## config.mk

```make
export PLATFORM = sky130hd
export DESIGN_NAME = psg_bus_regfile
export DESIGN_NICKNAME = d
export VERILOG_FILES = /design/src/rtl/psg_bus_regfile.sv
export SDC_FILE = /design/constraint.sdc
export NUM_CORES = 1
export LEC_CHECK = 0
export ABC_AREA = 0
export CAP_MARGIN = 20
export CORE_MARGIN = 8
export CORE_UTILIZATION = 44
export DETAILED_ROUTE_END_ITERATION = 7
export GPL_ROUTABILITY_DRIVEN = 0
export PLACE_DENSITY = 0.84
export SYNTH_ARGS = -nofsm -noshare
export SYNTH_HDL_FRONTEND = slang
export SYNTH_SLANG_ARGS = --single-unit
```

## constraint.sdc

```tcl
create_clock -name clk -period 9.37 [get_ports clk]
set_clock_uncertainty 0.15 [all_clocks]
set_input_delay 1.874 -clock clk [delete_from_list [all_inputs] [get_ports clk]]
set_output_delay 1.874 -clock clk [all_outputs]
set_load 0.02 [all_outputs]
```

## src/rtl/psg_bus_regfile.sv

```systemverilog
// AY-3-8910/YM2149 chip-side bus responder: BDIR/BC2/BC1 decode, address latch, 16-entry register file, read-back.
// Optional macro PSG_PORTIO_EN adds the two 8-bit I/O ports (R14/R15) with synchronised input read-back.

module psg_reg_cell #(
  parameter logic [7:0] MASK = 8'hFF
) (
  input  logic       clk,
  input  logic       reset,
  input  logic       we,
  input  logic [7:0] d,
  output logic [7:0] q
);
  always_ff @(posedge clk or posedge reset) begin
    if (reset)   q <= 8'h00;
    else if (we) q <= d & MASK;
  end
endmodule

module psg_bus_regfile #(
  parameter logic [3:0] ADDR_HI    = 4'h0,
  parameter logic [7:0] RESET_DOUT = 8'hFF
) (
  input  logic         clk,
  input  logic         reset,
  input  logic         ce,
  input  logic [7:0]   da_i,
  output logic [7:0]   da_o,
  output logic         da_oe_n,
  input  logic         bdir,
  input  logic         bc2,
  input  logic         bc1,
  input  logic         a8,
  input  logic         a9_n,
  output logic [127:0] regs,
  output logic         env_restart
`ifdef PSG_PORTIO_EN
  ,
  input  logic [7:0]   ioa_i,
  input  logic [7:0]   iob_i,
  output logic [7:0]   ioa_o,
  output logic [7:0]   iob_o,
  output logic         ioa_oe,
  output logic         iob_oe
`endif
);

  typedef enum logic {IDLE, WPEND} wstate_t;

  // Unimplemented bits per register are masked at commit so they always read 0.
  function automatic logic [7:0] reg_mask(input int n);
    case (n)
      1, 3, 5, 13:  reg_mask = 8'h0F;
      6, 8, 9, 10:  reg_mask = 8'h1F;
      default:      reg_mask = 8'hFF;
    endcase
  endfunction

  logic [2:0]       mode;
  logic             is_latch, is_write, is_read;
  wstate_t          state;
  logic [3:0]       addr;
  logic             selected;
  logic [7:0]       wdata;
  logic             commit;
  logic [15:0]      we;
  logic [15:0][7:0] r;
  logic [7:0]       rd_val;

  assign mode     = {bdir, bc2, bc1};
  assign is_latch = (mode == 3'b001) || (mode == 3'b100) || (mode == 3'b111);
  assign is_write = (mode == 3'b110);
  assign is_read  = (mode == 3'b011);

  // Commit uses the pre-edge addr/selected, so a same-cycle LATCH cannot redirect it.
  assign commit = ce && (state == WPEND) && !is_write && selected;

  genvar gi;
  generate
    for (gi = 0; gi < 16; gi++) begin : g_reg
      assign we[gi] = commit && (addr == 4'(gi));
      psg_reg_cell #(.MASK(reg_mask(gi))) u_cell (
        .clk   (clk),
        .reset (reset),
        .we    (we[gi]),
        .d     (wdata),
        .q     (r[gi])
      );
    end
  endgenerate

  assign regs = r;

`ifdef PSG_PORTIO_EN
  logic [1:0][7:0] ioa_sync, iob_sync;

  always_ff @(posedge clk or posedge reset) begin
    if (reset) begin
      ioa_sync <= '0;
      iob_sync <= '0;
    end else if (ce) begin
      ioa_sync <= {ioa_sync[0], ioa_i};
      iob_sync <= {iob_sync[0], iob_i};
    end
  end

  assign ioa_oe = r[7][6];
  assign iob_oe = r[7][7];
  assign ioa_o  = r[14];
  assign iob_o  = r[15];

  // Ports in input mode read the pin state instead of the stored output value.
  always_comb begin
    rd_val = r[addr];
    if (addr == 4'd14 && !r[7][6]) rd_val = ioa_sync[1];
    if (addr == 4'd15 && !r[7][7]) rd_val = iob_sync[1];
  end
`else
  assign rd_val = r[addr];
`endif

  always_ff @(posedge clk or posedge reset) begin
    if (reset) begin
      state       <= IDLE;
      addr        <= 4'h0;
      selected    <= 1'b0;
      wdata       <= 8'h00;
      da_o        <= RESET_DOUT;
      da_oe_n     <= 1'b1;
      env_restart <= 1'b0;
    end else if (ce) begin
      if (is_latch) begin
        addr     <= da_i[3:0];
        selected <= (da_i[7:4] == ADDR_HI) && a8 && !a9_n;
      end
      env_restart <= commit && (addr == 4'd13);
      case (state)
        IDLE: if (is_write) begin
          state <= WPEND;
          wdata <= da_i;
        end
        WPEND: if (is_write) wdata <= da_i;
               else          state <= IDLE;
        default: state <= IDLE;
      endcase
      if (is_read && selected) begin
        da_o    <= rd_val;
        da_oe_n <= 1'b0;
      end else begin
        da_oe_n <= 1'b1;
      end
    end
  end

endmodule
```

# Word-level counts from Yosys, hierarchy flattened
# Index checks and enable logic that the tools add are counted.
[op_classes]
n_mux = 5
n_reduce_logical = 31
add_sub_neg = 0
order_cmp = 1
multipliers = 0
n_eq_ne = 20
shift = 0
div_mod_pow = 0
bitwise = 0
[ops]
columns = ["cell", "n"]
rows = [
  ["8-bit binary-select mux with 4-bit select", 1],
  ["4-bit equality test, second input constant", 8],
  ["1-bit logical AND", 22],
  ["4-bit by 3-bit equality test with 1-bit output, second input constant", 4],
  ["8-bit 2-to-1 mux", 2],
  ["3-bit equality test, second input constant", 3],
  ["4-bit by 2-bit equality test with 1-bit output, second input constant", 2],
  ["4-bit zero test", 2],
  ["2-bit AND reduction", 3],
  ["4-bit by 5-bit < comparator with 1-bit output, second input constant", 1],
  ["4-bit by 1-bit equality test with 1-bit output, second input constant", 1],
  ["3-bit by 1-bit equality test with 1-bit output, second input constant", 1],
  ["3-bit by 2-bit equality test with 1-bit output, second input constant", 1],
  ["1-bit zero test", 2],
  ["1-bit logical OR", 2],
  ["1-bit 2-to-1 mux", 2],
]
[totals]
out_inout_bits = 138
in_bits = 16
romBits = 0
ramBits = 0
mem_count = 0
latch_bits = 0
reg_bits = 124
elab_cells = 80

# Logic depth before layout (Yosys ltp)
# Gate-level depths: netlist of run 1.
[logic_depth]
ltp_word = 5
mapped_depth = 7
ltp_nobuf = 4

# Hierarchy
# A second synthesis of run 1 with hierarchy kept.
[hier_totals]
hier_cells = 415
area_unflattened_um2 = 6321.1
[by_module_without_submodules]
columns = ["module", "area_each_um2", "seq_area_each_um2", "cells_each", "instances"]
rows = [
  ["psg_reg_cell at g_reg[0].u_cell ...", 335.3, 200.2, 18, 8],
  ["psg_bus_regfile", 2062.0, 611.8, 155, 1],
  ["psg_reg_cell at g_reg[10].u_cell ...", 211.5, 125.1, 15, 4],
  ["psg_reg_cell at g_reg[13].u_cell ...", 182.7, 100.1, 14, 4],
]

# Worst setup path before layout of run 1
# No wires, ideal clock.
[synth_path]
kind = "input-to-reg"
start = "in bc1"
end = "reg g_reg[0].u_cell.q[0]"
setup_slack_ns = 5.917
path_buffers = 1
setup_time_ns = 0.125
arrival_time_ns = 3.178
cell_stages = 5
required_ns = 9.095
path_cell_list = "nand3b_2 nand4_4 or4b_1 buf_4 mux2_4"
[synth_between]
elab_chain_cells = 5
[synth_lines]
columns = ["element", "line_no", "source"]
rows = [
  ["start, declared", "31", "input logic bc1,"],
  ["3-bit equality test", "71", "assign is_write = (mode == 3'b110);"],
  ["1-bit zero test", "75", "assign commit = ce && (state == WPEND) && !is_write && selected;"],
  ["1-bit logical AND (2 in a row)", "75", ""],
  ["1-bit logical AND", "80", "assign we[gi] = commit && (addr == 4'(gi));"],
  ["end signal, assigned", "15", "else if (we) q <= d & MASK;"],
  ["end, declared", "11", "output logic [7:0] q"],
]
# Every way passes these cells.
# A chain may end at the register's enable or synchronous reset.

# Final worst setup path of run 1
# Ends and elaborated chain as after synthesis.

==> flow_metrics.env, run 1 <==
export IMPL_layout_commonest_cell="clkdlybuf4s50_1"
export IMPL_p_comb_share_pct=9.5
export IMPL_final_cell_mix="125 x clkdlybuf4s50_1, 114 x dfrtp_1, 105 x mux2_2, 28 x conb_1, 18 x mux4_2"
export IMPL_swShare_pct=25.36
export IMPL_min_from="da_o[0]$_DFFE_PP1P_"
export IMPL_die_w_um=132.5
export IMPL_drt_iter0_markers=184
export IMPL_h_tree_depth=4
export IMPL_cp_required_ns=9.51
export IMPL_nets=551
export IMPL_core_area_um2=13240
export IMPL_globalRouteOverflowTotal=0
export IMPL_timing_slew_headroom_pct=35.38
export IMPL_synth_cells=410
export IMPL_synth_top_area_share_pct=48.22
export IMPL_place_inst=692
export IMPL_grt_pass1_wl_mm=25.30
export IMPL_ctsHoldBuffers=0
export IMPL_fin_ws_ns=5.214
export IMPL_clockPowerShare_pct=49.0
export IMPL_syn_area_per_cell_um2=14.56
export IMPL_grt_pass1_vias=4337
export IMPL_hold_class="reg2reg"
export IMPL_rsz0062_at_grt="no"
export IMPL_grt_max_degree=67
export IMPL_synth_edf_count=0
export IMPL_finalCritPeriodShare_pct=44.35
export IMPL_ys_seq_elements=124
export IMPL_wl_per_cell_um=21.76
export IMPL_tightestPinTransition_ns=0.9605
export IMPL_viasPerCell=5.448
export IMPL_synthToLayoutAreaGrowth_pct=31.99
export IMPL_ir_drop_mv=0.09556
export IMPL_drc=0
export IMPL_p_leak_nw=3.548
export IMPL_drive_gt1_share_pct=35.58
export IMPL_intPower_mw=1.079
export IMPL_final_cells=724
export IMPL_holdPathStages=2
export IMPL_post_cts_buffers=0
export IMPL_ys_flop_type="dfrtp_1"
export IMPL_cp_arrival_ns=4.30
export IMPL_reg2reg_to="g_reg[3].u_cell.q[0]$_DFFE_PP0P_"
export IMPL_ant_nets=0
export IMPL_initial_core_util_pct=45.07
export IMPL_netSwitchingPower_mw=0.3667
export IMPL_async_reset_ff_share_pct=100.0
export IMPL_path_class="in2reg"
export IMPL_cts_tree="yes"
export IMPL_clock_fmax_ghz=0.2406
export IMPL_hpwlAfterDp_mm=11.39
export IMPL_cts_buffers=17
export IMPL_cts_root_buf="clkbuf_16"
export IMPL_endpoint_kind="flip-flop"
export IMPL_ys_types=46
export IMPL_cts_sinks=124
export IMPL_diodes=0
export IMPL_start_kind="primary input"
export IMPL_port_buffers=125
export IMPL_finalSetupTns_ns=0
export IMPL_die_y_um=132.5
export IMPL_antenna_found_initial=0
export IMPL_n_fill_cell=1013
export IMPL_place_ws_ns=4.722
export IMPL_die_area_um2=17550
export IMPL_ctsLongestPathBuffers=2
export IMPL_grt_use_total_pct=18.51
export IMPL_r2r_setup_slack_ns=6.57
export IMPL_crit_start="bc1"
export IMPL_report_final_slew_viol_count=0
export IMPL_drt_pass1_iterations=4
export IMPL_drt_total_wl_mm=15.75
export IMPL_synth_warning_count=0
export IMPL_path_clk_slew_ns=0.05
export IMPL_synth_seq_area_share_pct=52.18
export IMPL_synth_area_leaders="dfrtp_1 48%, mux2_2 20%, mux4_2 6.8%, dfstp_2 4.0%, buf_4 3.8%"
export IMPL_setup_viol=0
export IMPL_hold_viol=0
export IMPL_vias=3944
export IMPL_period_minus_slack_ns=4.156
export IMPL_design_portCount=154
export IMPL_r2r_cells=4
export IMPL_maxCapViolations=0
export IMPL_path_max_fanout=16
export IMPL_reg2reg_from="addr[0]$_DFFE_PP0P_"
export IMPL_clock_latency_ns=0.41
export IMPL_whs_endpoint="da_o[0]$_DFFE_PP1P_"
export IMPL_synth_area_leader_cell="dfrtp_1"
export IMPL_synth_area_um2=5968
export IMPL_p_per_area_nw_per_um2=183.5
export IMPL_placementRows=42
export IMPL_pwr_share_seq_pct=41.5
export IMPL_cts_resized=0
export IMPL_status="finished clean"
==> Yosys cell counts, types with 3 or more instances <==
cell,count
dfrtp_1,115
mux2_2,105
buf_4,30
mux4_2,18
mux2i_1,12
dfstp_2,9
nand2_1,9
mux2_4,8
a22o_1,6
clkbuf_1,6
inv_1,6
nor2_1,6
buf_1,5
buf_2,5
o21ai_0,5
a21oi_1,4
buf_6,4
nand2b_1,4
nor2b_1,4
nor3_2,4
a211o_1,3
a221oi_1,3
nor3_4,3
nor4_4,3
o22ai_1,3
o2bb2ai_1,3
==> state kept, by name, indices dropped and copies added (netlist names) <==
name and flops:
addr 4, da_o 8, da_oe_n 1, env_restart 1, g.u_cell.q 100, selected 1
state 1, wdata 8
==> worst max-delay path by stage <==
stage,cells past startpoint,endpoint,slack (ns)
6_report,5,g_reg[0].u_cell.q[0]$_DFFE_PP0P_,5.21
5_1_grt,5,g_reg[3].u_cell.q[0]$_DFFE_PP0P_,5.05
4_1_cts,5,g_reg[3].u_cell.q[0]$_DFFE_PP0P_,5.20
3_5_place_dp,5,g_reg[3].u_cell.q[0]$_DFFE_PP0P_,4.72
3_3_place_gp,5,g_reg[3].u_cell.q[1]$_DFFE_PP0P_,4.69
2_1_floorplan,1,addr[0]$_DFFE_PP0P_,4.06
==> routing by layer <==
layer  track usage (%)  vias to the layer above  share of wire, %
met5                 0                        -                 0
met4             5.615                        0               1.3
met3             7.002                       19               7.8
met2             30.52                      143                50
met1             22.00                     2065                41
li1                  -                     1717                 -
==> worst max-delay path, cell delays in order <==
cell,delay [ns]
clkdlybuf4s50_1,0.53
nand3b_2,0.17
nand4_4,0.37
or4b_1,0.93
mux2_4,0.41
==> cell families after synthesis <==
| kind of cell | after synthesis | synth area share (%) |
|---|---|---|
| buffers and inverters | 56 | 6.017 |
| flip-flops | 124 | 52.18 |
| AND/OR/NAND/NOR | 53 | 7.086 |
| AO/OA/AOI/OAI | 32 | 3.879 |
| multiplexers | 143 | 30.63 |
| other | 1 | 0.06283 |
| XOR/XNOR | 1 | 0.1468 |
==> power by group through the flow <==
stage	clock network (mW)	registers [mW]	logic, mW
final	0.708	0.600	0.138
after global placement	0	0.609	0.136
after floorplan	0	0.575	0.140
after CTS	0.717	0.600	0.138
after global routing	0.741	0.605	0.147
after detailed placement	0	0.609	0.138
==> final cells by class <==
type | instances | area [µm²] | share of cell area, %
Sequential cell | 124 | 3115 | 39.55
Inverter | 6 | 25.02 | 0.3177
Tap cell | 176 | 220.2 | 2.795
Timing Repair Buffer | 129 | 1281 | 16.26
Multi-Input combinational cell | 257 | 2596 | 32.96
Clock buffer | 19 | 442.9 | 5.623
Clock inverter | 13 | 196.4 | 2.494
==> metrics by stage <==
stage	hold WS (ns)	instance area (µm²)	power [mW]	util (%)
5_1_grt	0.3600	7878	1.494	59.49
3_5_place_dp	0.3213	7238	0.7470	54.66
2_1_floorplan	0.3415	6070	0.7143	-
4_1_cts	0.3286	7878	1.456	59.49
3_3_place_gp	0.3215	7238	0.7443	54.66
6_report	0.3316	7878	1.446	59.49
Power figures use the tool's default switching activity.
==> run 2, diff against run 1 <==
==> constraint.sdc (replaced) <==
create_clock -name clk -period 4.2 [get_ports clk]
set_clock_uncertainty 0.15 [all_clocks]
set_input_delay 0.84 -clock clk [delete_from_list [all_inputs] [get_ports clk]]
set_output_delay 0.84 -clock clk [all_outputs]
set_load 0.02 [all_outputs]
==> run 2 against run 1 <==
Effect of this change: core utilization about the same; global-route usage increased by 0.28 points; routed wire length increased by 3.0%; critical path type unchanged; largest power group unchanged; largest cell class unchanged; cell area about the same; non-clock buffer count increased by 4; setup slack got worse by 4.1 ns; critical path depth unchanged.
==> flow_metrics.env, run 2 (same netlist as run 1, synthesis figures left out) <==
export IMPL_status="finished clean"
export IMPL_grt_pass1_wl_mm=25.59
export IMPL_synthToLayoutAreaGrowth_pct=31.97
export IMPL_path_clk_slew_ns=0.06
export IMPL_rsz0062_at_grt="no"
export IMPL_start_kind="primary input"
export IMPL_placementRows=42
export IMPL_cpMaxStageDelayCell="or4b_1"
export IMPL_min_from="da_o[0]$_DFFE_PP1P_"
export IMPL_grt_max_degree=100
export IMPL_largest_reg_flops=100
export IMPL_grt_use_met1_pct=22.42
export IMPL_drt_iter0_markers=255
export IMPL_antenna_found_initial=0
export IMPL_cts_buffers=17
export IMPL_crit_start="bc1"
export IMPL_ant_nets=0
export IMPL_whs_ns=0.3110
export IMPL_path_class="in2reg"
export IMPL_cts_root_buf="clkbuf_16"
export IMPL_p_per_area_nw_per_um2=397.1
export IMPL_hold_class="reg2reg"
export IMPL_cts_tree="yes"
export IMPL_grt_pass1_vias=4407
export IMPL_drt_total_wl_mm=16.23
export IMPL_final_cells=728
export IMPL_use_met3_pct=7.002
export IMPL_post_cts_buffers=0
export IMPL_cp_num_cells=5
export IMPL_cts_sinks=124
export IMPL_ctsLongestPathBuffers=2
export IMPL_cpPeakStageDelay_ns=0.92
export IMPL_top_regs="g.u_cell.q x100, da_o x8, wdata x8"
export IMPL_layout_commonest_cell="clkdlybuf4s50_1"
export IMPL_design_area_um2=7876
export IMPL_period_minus_slack_ns=3.120
export IMPL_clock_fmax_ghz=0.3205
export IMPL_cp_required_ns=4.35
export IMPL_wl_per_cell_um=22.29
export IMPL_design_portCount=154
export IMPL_worstPathBufferInverterCount=1
export IMPL_r2r_setup_slack_ns=1.39
export IMPL_drive_gt1_share_pct=35.69
export IMPL_finalCritPeriodShare_pct=74.29
export IMPL_placedInstanceArea_um2=7282
export IMPL_cts_resized=0
export IMPL_crit_chain="clkdlybuf4s50_1 -> nand3b_2 -> nand4_4 -> or4b_1 -> mux2_4"
export IMPL_reg2reg_from="addr[3]$_DFFE_PP0P_"
export IMPL_p_leak_nw=3.532
export IMPL_port_buffers=125
export IMPL_viasPerCell=5.462
export IMPL_finalSetupTns_ns=0
export IMPL_drc=0
export IMPL_initial_core_util_pct=45.07
export IMPL_ir_drop_mv=0.1823
export IMPL_vias=3976
export IMPL_ctsHoldBuffers=0
export IMPL_hpwlAfterDp_mm=11.62
export IMPL_tightestPinTransition_ns=0.9649
export IMPL_clock_latency_ns=0.41
export IMPL_holdPathStages=2
export IMPL_final_cell_mix="125 x clkdlybuf4s50_1, 114 x dfrtp_1, 105 x mux2_2, 28 x conb_1, 18 x mux4_2"
export IMPL_grt_use_total_pct=18.79
export IMPL_timing_slew_headroom_pct=35.67
export IMPL_report_final_slew_viol_count=0
export IMPL_top_register="g.u_cell.q"
export IMPL_die_w_um=132.5
export IMPL_path_max_fanout=16
export IMPL_globalRouteOverflowTotal=0
export IMPL_r2r_cells=4
export IMPL_setup_viol=0
export IMPL_grt_util_met2_pct=30.63
export IMPL_core_area_um2=13240
export IMPL_die_y_um=132.5
export IMPL_nets=555
export IMPL_drt_pass1_iterations=4
export IMPL_maxCapViolations=0
export IMPL_h_tree_depth=4
export IMPL_power_mw=3.128
export IMPL_diodes=0
export IMPL_grt_busiest_layer="met2"
export IMPL_cpLargestDelayFamily="simple AND/OR/NAND/NOR gates"
export IMPL_cp_arrival_ns=3.27
export IMPL_place_inst=696
export IMPL_die_area_um2=17550
export IMPL_endpoint_kind="flip-flop"
export IMPL_hold_viol=0
-- run 2: power by group --
group	switching [mW]	total (mW)	leakage [nW]	internal (mW)
logic	0.162	0.286	1.58	0.124
clock network	0.521	1.47	0.279	0.945
registers	0.149	1.38	1.67	1.23
total	0.832	3.13	3.53	2.30
-- run 2: final cells by class --
type / instances / area (µm²)
sequential: 124 / 3115
tap: 176 / 220.2
clock inverter: 11 / 143.9
timing repair buffer: 133 / 1324
clock buffer: 21 / 450.4
fill: 1050 / 5366
multi-input combinational: 257 / 2596
inverter: 6 / 26.28
-- run 2: layer usage --
| metal | up-vias | wire [µm] |
|---|---|---|
| met2 | 179 | 7863 |
| met3 | 20 | 1434 |
| met5 | - | 0 |
| met4 | 0 | 262 |
| met1 | 2066 | 6669 |
| li1 | 1711 | - |
-- run 2: per-stage QoR --
step / setup WS, ns / util (%)
2_1_floorplan: 1.692 / -
3_3_place_gp: 0.7892 / 54.99
3_5_place_dp: 0.6923 / 54.99
4_1_cts: 1.118 / 59.48
5_1_grt: 1.039 / 59.48
6_report: 1.080 / 59.48
-- run 2: tightest hold or removal path, cell delays in order, from the launching register on --
cell,delay (ns)
dfstp_2,0.37
nand2_1,0.05
nand2_1,0.05
-- run 2: final timing paths --
kind                                                     end
setup / recovery            g_reg[0].u_cell.q[4]$_DFFE_PP0P_
hold / removal                           da_o[0]$_DFFE_PP1P_
setup reg to reg           g_reg[11].u_cell.q[1]$_DFFE_PP0P_
hold reg to reg                          da_o[0]$_DFFE_PP1P_
max in group asynchronous                addr[1]$_DFFE_PP0P_
min in group asynchronous  g_reg[11].u_cell.q[6]$_DFFE_PP0P_
==> run 3, diff against run 2 <==
==> constraint.sdc (replaced) <==
create_clock -name clk -period 3.1 [get_ports clk]
set_clock_uncertainty 0.15 [all_clocks]
set_input_delay 0.62 -clock clk [delete_from_list [all_inputs] [get_ports clk]]
set_output_delay 0.62 -clock clk [all_outputs]
set_load 0.02 [all_outputs]
==> run 3 against run 2 <==
Effect of this change: non-clock buffer count rose by 18; first-iteration DRC count shrank 2.7%; cell area grew 1.7%; routed wire length decreased by 0.24%; clock-buffer cell count grew 3; sequential power up 33%; total power increased by 35%; via count grew 1.3%; setup slack worse by 0.58 ns; core utilization is 0.98 points higher; largest cell class unchanged; largest power group unchanged; highest routed layer unchanged.
==> flow_metrics.env, run 3 (same netlist as run 1, synthesis figures left out) <==
export IMPL_status="finished clean"
export IMPL_vias=4028
export IMPL_maxCapViolations=0
export IMPL_path_clk_slew_ns=0.05
export IMPL_final_cell_mix="125 x clkdlybuf4s50_1, 114 x dfrtp_1, 105 x mux2_2, 28 x conb_1, 25 x buf_4"
export IMPL_cp_num_cells=6
export IMPL_holdPathStages=2
export IMPL_grt_util_met2_pct=29.93
export IMPL_whs_ns=0.3118
export IMPL_path_class="in2reg"
export IMPL_drt_total_wl_mm=16.19
export IMPL_globalRouteOverflowTotal=0
export IMPL_place_ws_ns=0.1352
export IMPL_synthToLayoutAreaGrowth_pct=34.15
export IMPL_cts_resized=0
export IMPL_nets=573
export IMPL_grt_use_met1_pct=22.93
export IMPL_worstPathBufferInverterCount=2
export IMPL_antenna_found_initial=0
export IMPL_use_met3_pct=6.813
export IMPL_design_portCount=154
export IMPL_r2r_cells=4
export IMPL_cts_buffers=17
export IMPL_period_minus_slack_ns=2.601
export IMPL_diodes=0
export IMPL_cpPeakStageDelay_ns=0.55
export IMPL_cts_sinks=124
export IMPL_h_tree_depth=4
export IMPL_cpMaxStageDelayCell="nor3_2"
export IMPL_n_fill_cell=1012
export IMPL_ant_nets=0
export IMPL_cp_required_ns=3.23
export IMPL_p_per_area_nw_per_um2=526.8
export IMPL_cts_root_buf="clkbuf_16"
export IMPL_top_register="g.u_cell.q"
export IMPL_fin_ws_ns=0.4993
export IMPL_drc=0
export IMPL_finalCritPeriodShare_pct=83.90
export IMPL_grt_use_total_pct=18.58
export IMPL_initial_core_util_pct=45.07
export IMPL_ir_drop_mv=0.2936
export IMPL_report_final_slew_viol_count=0
export IMPL_min_from="da_o[0]$_DFFE_PP1P_"
export IMPL_r2r_setup_slack_ns=0.68
export IMPL_cpLargestDelayFamily="simple AND/OR/NAND/NOR gates"
export IMPL_ctsHoldBuffers=0
export IMPL_grt_busiest_layer="met2"
export IMPL_p_leak_nw=3.638
export IMPL_largest_reg_flops=100
export IMPL_grt_pass1_vias=4429
export IMPL_endpoint_kind="flip-flop"
export IMPL_placedInstanceArea_um2=7417
export IMPL_viasPerCell=5.407
export IMPL_layout_commonest_cell="clkdlybuf4s50_1"
export IMPL_tightestPinTransition_ns=0.6519
export IMPL_core_area_um2=13240
export IMPL_placementRows=42
export IMPL_cts_tree="yes"
export IMPL_reg2reg_from="addr[3]$_DFFE_PP0P_"
export IMPL_post_cts_buffers=0
export IMPL_drive_gt1_share_pct=37.79
export IMPL_utilization_pct=60.46
export IMPL_reg2reg_to="g_reg[10].u_cell.q[1]$_DFFE_PP0P_"
export IMPL_finalSetupTns_ns=0
export IMPL_design_area_um2=8006
export IMPL_grt_pass1_wl_mm=25.47
export IMPL_final_cells=745
export IMPL_port_buffers=125
export IMPL_power_mw=4.218
export IMPL_drt_pass1_iterations=5
export IMPL_cp_arrival_ns=2.74
export IMPL_setup_viol=0
export IMPL_hold_viol=0
export IMPL_wl_per_cell_um=21.73
export IMPL_ctsLongestPathBuffers=2
export IMPL_clock_fmax_ghz=0.3845
export IMPL_clock_latency_ns=0.41
export IMPL_hold_class="reg2reg"
export IMPL_die_area_um2=17550
export IMPL_path_max_fanout=13
export IMPL_die_y_um=132.5
export IMPL_timing_slew_headroom_pct=56.54
export IMPL_top_regs="g.u_cell.q x100, da_o x8, wdata x8"
export IMPL_crit_chain="clkdlybuf4s50_1 -> nand3b_2 -> nand4_4 -> buf_4 -> nor3_2 -> mux2_2"
export IMPL_grt_max_degree=125
export IMPL_whs_endpoint="da_o[0]$_DFFE_PP1P_"
export IMPL_hpwlAfterDp_mm=11.59
export IMPL_place_inst=714
export IMPL_drt_iter0_markers=248
export IMPL_rsz0062_at_grt="no"
export IMPL_start_kind="primary input"
export IMPL_die_w_um=132.5
[run 3: cell types whose count changed in the layout (fill, tap and decap cells not counted)]
cell        before  now
clkinv_4         1    0
buf_4            7   25
clkinv_2         3    4
clkbuf_1         3    2
clkbuf_8         1    5
bufinv_16        3    2
clkinvlp_4       5    2
[run 3: worst max-delay path by stage]
stage                from                           endpoint  slack, ns
floorplan           reset                addr[0]$_DFFE_PP0P_       0.81
global placement      bc1  g_reg[10].u_cell.q[4]$_DFFE_PP0P_       0.18
detailed placement    bc1   g_reg[9].u_cell.q[3]$_DFFE_PP0P_       0.14
finish                bc1  g_reg[10].u_cell.q[1]$_DFFE_PP0P_       0.50
CTS                   bc1  g_reg[10].u_cell.q[1]$_DFFE_PP0P_       0.53
global route          bc1  g_reg[10].u_cell.q[1]$_DFFE_PP0P_       0.46
[run 3: routing by layer]
metal	vias to the layer above	routed length, µm
li1	1753	-
met1	2074	6466
met2	186	7888
met3	15	1654
met4	0	180
met5	-	0
[run 3: tightest hold or removal path, stage by stage (launching register included)]
cell	delay [ns]
dfstp_2	0.37
nand2_1	0.05
nand2_1	0.04
[run 3: where the power goes]
part           total [mW]  internal (mW)  switching [mW]
sequential           1.83           1.66           0.171
clock                1.96           1.28           0.680
combinational       0.424          0.177           0.247
total                4.22           3.12            1.10
[run 3: layout make-up]
type                    count  area (µm²)  share of cell area [%]
well taps                 176       220.2                   2.750
clock buffers              24       501.7                   6.267
clock inverters             7       87.58                   1.094
flip-flops and latches    124        3115                   38.91
repair buffers            151        1459                   18.22
inverters                   6       26.28                  0.3282
multi-input cells         257        2596                   32.43
